`config.mk`:
```
export PLATFORM = sky130hd
export DESIGN_NAME = axi_master_bridge
export DESIGN_NICKNAME = d
export VERILOG_FILES = /design/src/rtl/axi_master_bridge_pkg.sv /design/src/rtl/axi_master_bridge_beat_counter.sv /design/src/rtl/axi_master_bridge.sv
export SDC_FILE = /design/constraint.sdc
export NUM_CORES = 1
export LEC_CHECK = 0
export CORE_AREA = 2 2 176 178
export CTS_BUF_LIST = sky130_fd_sc_hd__clkbuf_16
export DETAILED_ROUTE_END_ITERATION = 12
export DIE_AREA = 0 0 178 180
export MAX_ROUTING_LAYER = met4
export SYNTH_ARGS = -nofsm -noshare
export SYNTH_HDL_FRONTEND = slang
export SYNTH_SLANG_ARGS = --single-unit
```
`constraint.sdc`:
```
create_clock -name clk -period 2.75 [get_ports clk]
set_clock_uncertainty 0.1 [all_clocks]
set_input_delay 0.6875 -clock clk [delete_from_list [all_inputs] [get_ports clk]]
set_output_delay 0.6875 -clock clk [all_outputs]
set_load 0.005 [all_outputs]
```
`src/rtl/axi_master_bridge_pkg.sv`:
```
// Shared AXI constants and the master-bridge state encoding.
// Optional feature macro used by the bridge: AXI_MASTER_ERR_CHECK_EN.
package axi_master_bridge_pkg;

  localparam logic [1:0] AXI_BURST_INCR  = 2'b01;
  localparam logic [1:0] AXI_RESP_OKAY   = 2'b00;
  localparam logic [1:0] AXI_RESP_SLVERR = 2'b10;
  localparam logic [1:0] AXI_RESP_DECERR = 2'b11;
  localparam logic [2:0] AXI_SIZE_8B     = 3'd3;

  typedef enum logic [2:0] {
    StIdle,
    StAr,
    StR,
    StAw,
    StW,
    StB
  } master_state_e;

endpackage

```
`src/rtl/axi_master_bridge_beat_counter.sv`:
```
// 8-bit AXI beat counter: clear, increment, and compare against the burst length.
// Ports:
//   clk, rst  - clock, synchronous active-high reset
//   i_clear   - zero the count (takes priority over i_inc)
//   i_inc     - advance the count by one beat
//   i_len     - burst length in AXI encoding (beats-1)
//   o_count   - current beat index
//   o_last    - current beat is the final one of the burst
module axi_master_bridge_beat_counter (
  input  logic       clk,
  input  logic       rst,
  input  logic       i_clear,
  input  logic       i_inc,
  input  logic [7:0] i_len,
  output logic [7:0] o_count,
  output logic       o_last
);

  logic [7:0] r_count;

  always_ff @(posedge clk) begin
    if (rst) begin
      r_count <= 8'd0;
    end else if (i_clear) begin
      r_count <= 8'd0;
    end else if (i_inc) begin
      r_count <= r_count + 8'd1;
    end
  end

  assign o_count = r_count;
  assign o_last  = (r_count == i_len);

endmodule

```
`src/rtl/axi_master_bridge.sv`:
```
// AXI4 master bridge: turns a single-outstanding CPU memory request into one AXI4 INCR burst.
// Read beats stream back on rsp_*; write beats are pulled from wr_*; write completion is one
// rsp beat with rsp_last=1.
// Ports:
//   clk, rst                         clock, synchronous active-high reset
//   req_* (valid/ready/write/addr/len/size)  request handshake, accepted only when idle
//   wr_* (valid/ready/data/strb)     upstream write-beat stream
//   rsp_* (valid/ready/data/last/err)  response stream back to the CPU side
//   o_axi_master_* / i_axi_master_*  AXI4 AR, R, AW, W, B channels
// Macro AXI_MASTER_ERR_CHECK_EN: when defined, rsp_err flags non-OKAY responses and ID
// mismatches; otherwise rsp_err is 0 and the resp/ID inputs are ignored.
module axi_master_bridge
  import axi_master_bridge_pkg::*;
#(
  parameter int unsigned AWIDTH  = 32,
  parameter int unsigned DWIDTH  = 64,
  parameter int unsigned IDWIDTH = 4,
  parameter int unsigned AXI_ID  = 0
) (
  input  logic                clk,
  input  logic                rst,
  input  logic                req_valid,
  output logic                req_ready,
  input  logic                req_write,
  input  logic [AWIDTH-1:0]   req_addr,
  input  logic [7:0]          req_len,
  input  logic [2:0]          req_size,
  input  logic                wr_valid,
  output logic                wr_ready,
  input  logic [DWIDTH-1:0]   wr_data,
  input  logic [DWIDTH/8-1:0] wr_strb,
  output logic                rsp_valid,
  input  logic                rsp_ready,
  output logic [DWIDTH-1:0]   rsp_data,
  output logic                rsp_last,
  output logic                rsp_err,
  output logic                o_axi_master_arvalid,
  output logic [AWIDTH-1:0]   o_axi_master_araddr,
  output logic [IDWIDTH-1:0]  o_axi_master_arid,
  output logic [7:0]          o_axi_master_arlen,
  output logic [2:0]          o_axi_master_arsize,
  output logic [1:0]          o_axi_master_arburst,
  input  logic                i_axi_master_arready,
  input  logic                i_axi_master_rvalid,
  input  logic                i_axi_master_rlast,
  input  logic [1:0]          i_axi_master_rresp,
  input  logic [DWIDTH-1:0]   i_axi_master_rdata,
  input  logic [IDWIDTH-1:0]  i_axi_master_rid,
  output logic                o_axi_master_rready,
  output logic                o_axi_master_awvalid,
  output logic [AWIDTH-1:0]   o_axi_master_awaddr,
  output logic [IDWIDTH-1:0]  o_axi_master_awid,
  output logic [7:0]          o_axi_master_awlen,
  output logic [2:0]          o_axi_master_awsize,
  output logic [1:0]          o_axi_master_awburst,
  input  logic                i_axi_master_awready,
  output logic                o_axi_master_wvalid,
  output logic [DWIDTH-1:0]   o_axi_master_wdata,
  output logic [DWIDTH/8-1:0] o_axi_master_wstrb,
  output logic                o_axi_master_wlast,
  input  logic                i_axi_master_wready,
  input  logic                i_axi_master_bvalid,
  input  logic [1:0]          i_axi_master_bresp,
  input  logic [IDWIDTH-1:0]  i_axi_master_bid,
  output logic                o_axi_master_bready
);

  localparam logic [IDWIDTH-1:0] LP_ID = IDWIDTH'(AXI_ID);

  master_state_e r_state, w_state_d;

  // Request buffer, loaded only on the request handshake so ar*/aw* stay stable.
  logic [AWIDTH-1:0] r_req_addr;
  logic [7:0]        r_req_len;
  logic [2:0]        r_req_size;
  logic              r_req_write;

  logic w_req_hs, w_ar_hs, w_r_hs, w_aw_hs, w_w_hs;
  logic [7:0] w_wcnt, w_rcnt;
  logic       w_wcnt_last, w_rcnt_last;

  assign w_req_hs = req_valid & req_ready;
  assign w_ar_hs  = o_axi_master_arvalid & i_axi_master_arready;
  assign w_r_hs   = i_axi_master_rvalid & o_axi_master_rready;
  assign w_aw_hs  = o_axi_master_awvalid & i_axi_master_awready;
  assign w_w_hs   = o_axi_master_wvalid & i_axi_master_wready;

  always_ff @(posedge clk) begin
    if (rst) begin
      r_state     <= StIdle;
      r_req_addr  <= '0;
      r_req_len   <= 8'd0;
      r_req_size  <= 3'd0;
      r_req_write <= 1'b0;
    end else begin
      r_state <= w_state_d;
      if (w_req_hs) begin
        r_req_addr  <= req_addr;
        r_req_len   <= req_len;
        r_req_size  <= req_size;
        r_req_write <= req_write;
      end
    end
  end

  axi_master_bridge_beat_counter u_wr_cnt (
    .clk     (clk),
    .rst     (rst),
    .i_clear (w_aw_hs),
    .i_inc   (w_w_hs),
    .i_len   (r_req_len),
    .o_count (w_wcnt),
    .o_last  (w_wcnt_last)
  );

  // Read beats are tracked for visibility only; the burst ends on the slave's rlast.
  axi_master_bridge_beat_counter u_rd_cnt (
    .clk     (clk),
    .rst     (rst),
    .i_clear (w_ar_hs),
    .i_inc   (w_r_hs),
    .i_len   (r_req_len),
    .o_count (w_rcnt),
    .o_last  (w_rcnt_last)
  );

  assign o_axi_master_araddr  = r_req_addr;
  assign o_axi_master_arid    = LP_ID;
  assign o_axi_master_arlen   = r_req_len;
  assign o_axi_master_arsize  = r_req_size;
  assign o_axi_master_arburst = AXI_BURST_INCR;
  assign o_axi_master_awaddr  = r_req_addr;
  assign o_axi_master_awid    = LP_ID;
  assign o_axi_master_awlen   = r_req_len;
  assign o_axi_master_awsize  = r_req_size;
  assign o_axi_master_awburst = AXI_BURST_INCR;

  // Every handshake output is forced low while rst is high so a mid-burst reset
  // issues or consumes no further beats, even in the reset cycle itself.
  always_comb begin
    w_state_d            = r_state;
    req_ready            = 1'b0;
    wr_ready             = 1'b0;
    rsp_valid            = 1'b0;
    rsp_data             = '0;
    rsp_last             = 1'b0;
    o_axi_master_arvalid = 1'b0;
    o_axi_master_rready  = 1'b0;
    o_axi_master_awvalid = 1'b0;
    o_axi_master_wvalid  = 1'b0;
    o_axi_master_wdata   = '0;
    o_axi_master_wstrb   = '0;
    o_axi_master_wlast   = 1'b0;
    o_axi_master_bready  = 1'b0;
    if (!rst) begin
      unique case (r_state)
        StIdle: begin
          req_ready = 1'b1;
          if (req_valid) w_state_d = req_write ? StAw : StAr;
        end
        StAr: begin
          o_axi_master_arvalid = 1'b1;
          if (i_axi_master_arready) w_state_d = StR;
        end
        StR: begin
          o_axi_master_rready = rsp_ready;
          rsp_valid           = i_axi_master_rvalid;
          rsp_data            = i_axi_master_rdata;
          rsp_last            = i_axi_master_rlast;
          if (i_axi_master_rvalid && rsp_ready && i_axi_master_rlast) w_state_d = StIdle;
        end
        StAw: begin
          o_axi_master_awvalid = 1'b1;
          if (i_axi_master_awready) w_state_d = StW;
        end
        StW: begin
          o_axi_master_wvalid = wr_valid;
          wr_ready            = i_axi_master_wready;
          o_axi_master_wdata  = wr_data;
          o_axi_master_wstrb  = wr_strb;
          o_axi_master_wlast  = w_wcnt_last;
          if (wr_valid && i_axi_master_wready && w_wcnt_last) w_state_d = StB;
        end
        StB: begin
          o_axi_master_bready = rsp_ready;
          rsp_valid           = i_axi_master_bvalid;
          rsp_last            = 1'b1;
          if (i_axi_master_bvalid && rsp_ready) w_state_d = StIdle;
        end
        default: w_state_d = StIdle;
      endcase
    end
  end

`ifdef AXI_MASTER_ERR_CHECK_EN
  always_comb begin
    rsp_err = 1'b0;
    if (rsp_valid) begin
      if (r_state == StR) begin
        rsp_err = (i_axi_master_rresp != AXI_RESP_OKAY) || (i_axi_master_rid != LP_ID);
      end else begin
        rsp_err = (i_axi_master_bresp != AXI_RESP_OKAY) || (i_axi_master_bid != LP_ID);
      end
    end
  end

  logic w_unused;
  assign w_unused = ^{w_wcnt, w_rcnt, w_rcnt_last, r_req_write};
`else
  assign rsp_err = 1'b0;

  logic w_unused;
  assign w_unused = ^{w_wcnt, w_rcnt, w_rcnt_last, r_req_write, i_axi_master_rresp,
                      i_axi_master_rid, i_axi_master_bresp, i_axi_master_bid};
`endif

endmodule

```
==> impl_metrics.env <==
export IMPL_avgViaCountPerCell=3.585
export IMPL_ios=448
export IMPL_cap_violations=0
export IMPL_crit_start="rst"
export IMPL_yosys_top_cells_count="and2_1 (140), nand2_1 (93), buf_4 (56)"
export IMPL_ir_worst_vdd_v=0.0002188
export IMPL_setup_viol=0
export IMPL_critPathSlowestCell="nor4b_4"
export IMPL_netlist_instances=498
export IMPL_h_tree_depth=2
export IMPL_syn_area_mm2=0.003712
export IMPL_grt_pass1_vias=4597
export IMPL_gp_congestion=0.9091
export IMPL_synth_cell_type_count=35
export IMPL_synthFlopType="dfxtp_1"
export IMPL_yosysMostFrequentCell="and2_1"
export IMPL_cts_sinks=54
export IMPL_drv_slew=0
export IMPL_cp_num_buf_inv=7
export IMPL_yosysWarningCount=0
export IMPL_cts_clk_slew_worst_paths_ps=80
export IMPL_hold_ws_ps=386.7
export IMPL_totalWireLength_um=20130
export IMPL_wl_per_cell_um=15.52
export IMPL_syn_to_final_growth_pct=129.6
export IMPL_rows=64
export IMPL_drive_gt1_share_pct=10.70
export IMPL_grt_ovfl_total=0
export IMPL_worst_slack_ps=14.14
export IMPL_dp_hpwl_um=15760
export IMPL_final_hold_viol_count=0
export IMPL_seq_area_mm2=0.001089
export IMPL_drt_iter0_drc=203
export IMPL_cts_buffers=5
export IMPL_cts_buffer_depth=2
export IMPL_clock_latency_ps=310
export IMPL_grt_max_degree=44
export IMPL_port_buffers=422
export IMPL_worstSetupEndpointType="output port"
export IMPL_arrival_ps=1950
export IMPL_hold_class="register to register"
export IMPL_cpMostUsedCell="buf_6"
export IMPL_cp_top_family="buffers and inverters"
export IMPL_grt_first_pass_wirelength_um=28820
export IMPL_outcome="finished, final reports clean"
export IMPL_critical_path_peak_fanout=11
export IMPL_r2r_start="r_state[0]$_SDFFE_PP0P_"
export IMPL_ant_nets=0
export IMPL_timing_reg2reg_setup_slack_ps=660
export IMPL_crit_required_ps=1960
export IMPL_core_area_mm2=0.03019
export IMPL_fin_crit_ps=2736
export IMPL_multi_input_area_mm2=0.002158
export IMPL_crit_type="input pin to output port"
export IMPL_dieHeight_um=180
export IMPL_power_density_mw_per_mm2=383.4
export IMPL_start_kind="input pin"
export IMPL_nFillCells=3244
export IMPL_cpPeakStageDelay_ps=270
export IMPL_grt_usage_pct=12.18
export IMPL_instances_no_fill=1297
export IMPL_antenna_found_initial=4
export IMPL_die_area_mm2=0.03204
export IMPL_synthTopCellsByArea="dfxtp_1 (29%), and2_1 (24%), buf_4 (11%), nand2_1 (9.4%), nand3b_1 (8.9%)"
export IMPL_async_reset_ff_share_pct=0
export IMPL_cts_tree="built"
export IMPL_dp_cells=1261
export IMPL_path_cells="buf_4 > nor4b_4 > buf_6 > buf_6 > buf_16 > buf_4 > buf_6 > and2_1 > buf_2"
export IMPL_ys_seq_area_share_pct=29.12
export IMPL_start_util_pct=12.30
export IMPL_dr_pass1_iters=4
export IMPL_synth_edf_count=0
export IMPL_p_leak_nw=4.325
export IMPL_rsz0062_at_grt="yes"
export IMPL_cts_root_buf="clkbuf_16"
export IMPL_pre_cts_ws_ps=-197.9
export IMPL_max_freq_mhz=365.5
export IMPL_nets=1100
export IMPL_yosysTopAreaCell="dfxtp_1"
export IMPL_synth_top_area_share_pct=29.12
export IMPL_via_count=4650
export IMPL_ys_ff_latch=54
export IMPL_die_w_um=178
export IMPL_drc=0
export IMPL_worstHoldStart="o_axi_master_araddr[0]$_SDFFE_PP0P_"
export IMPL_syn_area_per_cell_um2=7.454
export IMPL_power_total_w=0.003269
export IMPL_fin_crit_sh_pct=99.49
## worst paths after layout
kind                                    endpoint  cells after the start
max                       o_axi_master_wdata[16]                      9
min          o_axi_master_araddr[0]$_SDFFE_PP0P_                      2
max reg2reg   o_axi_master_arlen[7]$_SDFFE_PP0P_                      8
min reg2reg  o_axi_master_araddr[0]$_SDFFE_PP0P_                      2
## area by class of cell
cell class / count / share of cell area, %
multi-input cells: 362 / 25.32
well taps: 396 / 5.812
flip-flops and latches: 54 / 12.77
diodes: 4 / 0.1174
clock buffers: 5 / 1.468
inverters: 2 / 0.08807
repair buffers: 471 / 54.09
clock inverters: 3 / 0.3376
## power by group
part / leakage, nW / switching [W] / total [W] / internal [W]
logic: 3.80 / 0.000552 / 0.00156 / 0.00101
clock network: 0.0763 / 0.000334 / 0.000685 / 0.000350
registers: 0.444 / 0.000119 / 0.00102 / 0.000903
## routing by layer
metal / wire length, um / share of wire, % / GRT usage (%)
met3: 1444 / 7.2 / 3.299
met1: 8485 / 42 / 14.54
met2: 9966 / 50 / 20.14
met5: 0 / 0 / -
met4: 231 / 1.1 / 3.115
## logic make-up (layout without fill, tap and decap cells)
family                     count (synthesis)  in the layout  synth area share [%]
and+or+nand+nor                          323            323                 49.31
buffers and inverters                     93            481                 15.34
DFF                                       54             54                 29.12
xor gates and xnor gates                  15             15                 3.539
AOI/OAI and AO/OA                          8              8                 1.584
other                                      2             17                0.2023
muxes                                      2              2                0.5730
adders and majority gates                  1              1                0.3370
## what timing repair did
item	4_1_cts	5_1_grt
setup endpoints to repair	141	38
endpoints found under the hold margin	0	0
cloned	5	1
setup buffers	10	8
pin swaps	2	0
hold buffers	0	0
resized for setup	171	55
## worst min-delay path, cell delays in order (launching register included)
cell	delay, ps
dfxtp_1	320
nand3b_1	80
nand2_1	50
## stage by stage
stage	instance area, um^2	setup TNS (ps)	util (%)
floorplan	3754	0	-
detailed placement	8147	-19960	26.99
finish	8524	0	28.24
global route	8524	-163.9	28.24
global placement	8147	-19500	26.99
CTS	8446	-931.4	27.98
## placed cells by master, fill, tap and decap left out, types with 3 or more instances in the layout
cell type        count
xnor2_1              4
and2_1             138
a21oi_1              3
dlygate4sd2_1       94
nand2_1             93
xor2_1              11
clkbuf_2            15
buf_2               10
nor3_1               3
diode_2              4
buf_4               34
nand4_1              4
buf_6                5
buf_12               4
dfxtp_1             52
buf_16               5
nand3b_1            44
clkdlybuf4s50_1    279
clkbuf_16            6
nor2_1              14
conb_1              13
nand2b_1             3
nand3_1              5
dlymetal6s2s_1      21
## state kept, by name, indices dropped and copies added (netlist names)
name and flops:
o_axi_master_araddr 32, o_axi_master_arlen 8, u_wr_cnt.o_count 8, o_axi_master_arsize 3, r_state 3
Power figures use the tool's default switching activity.
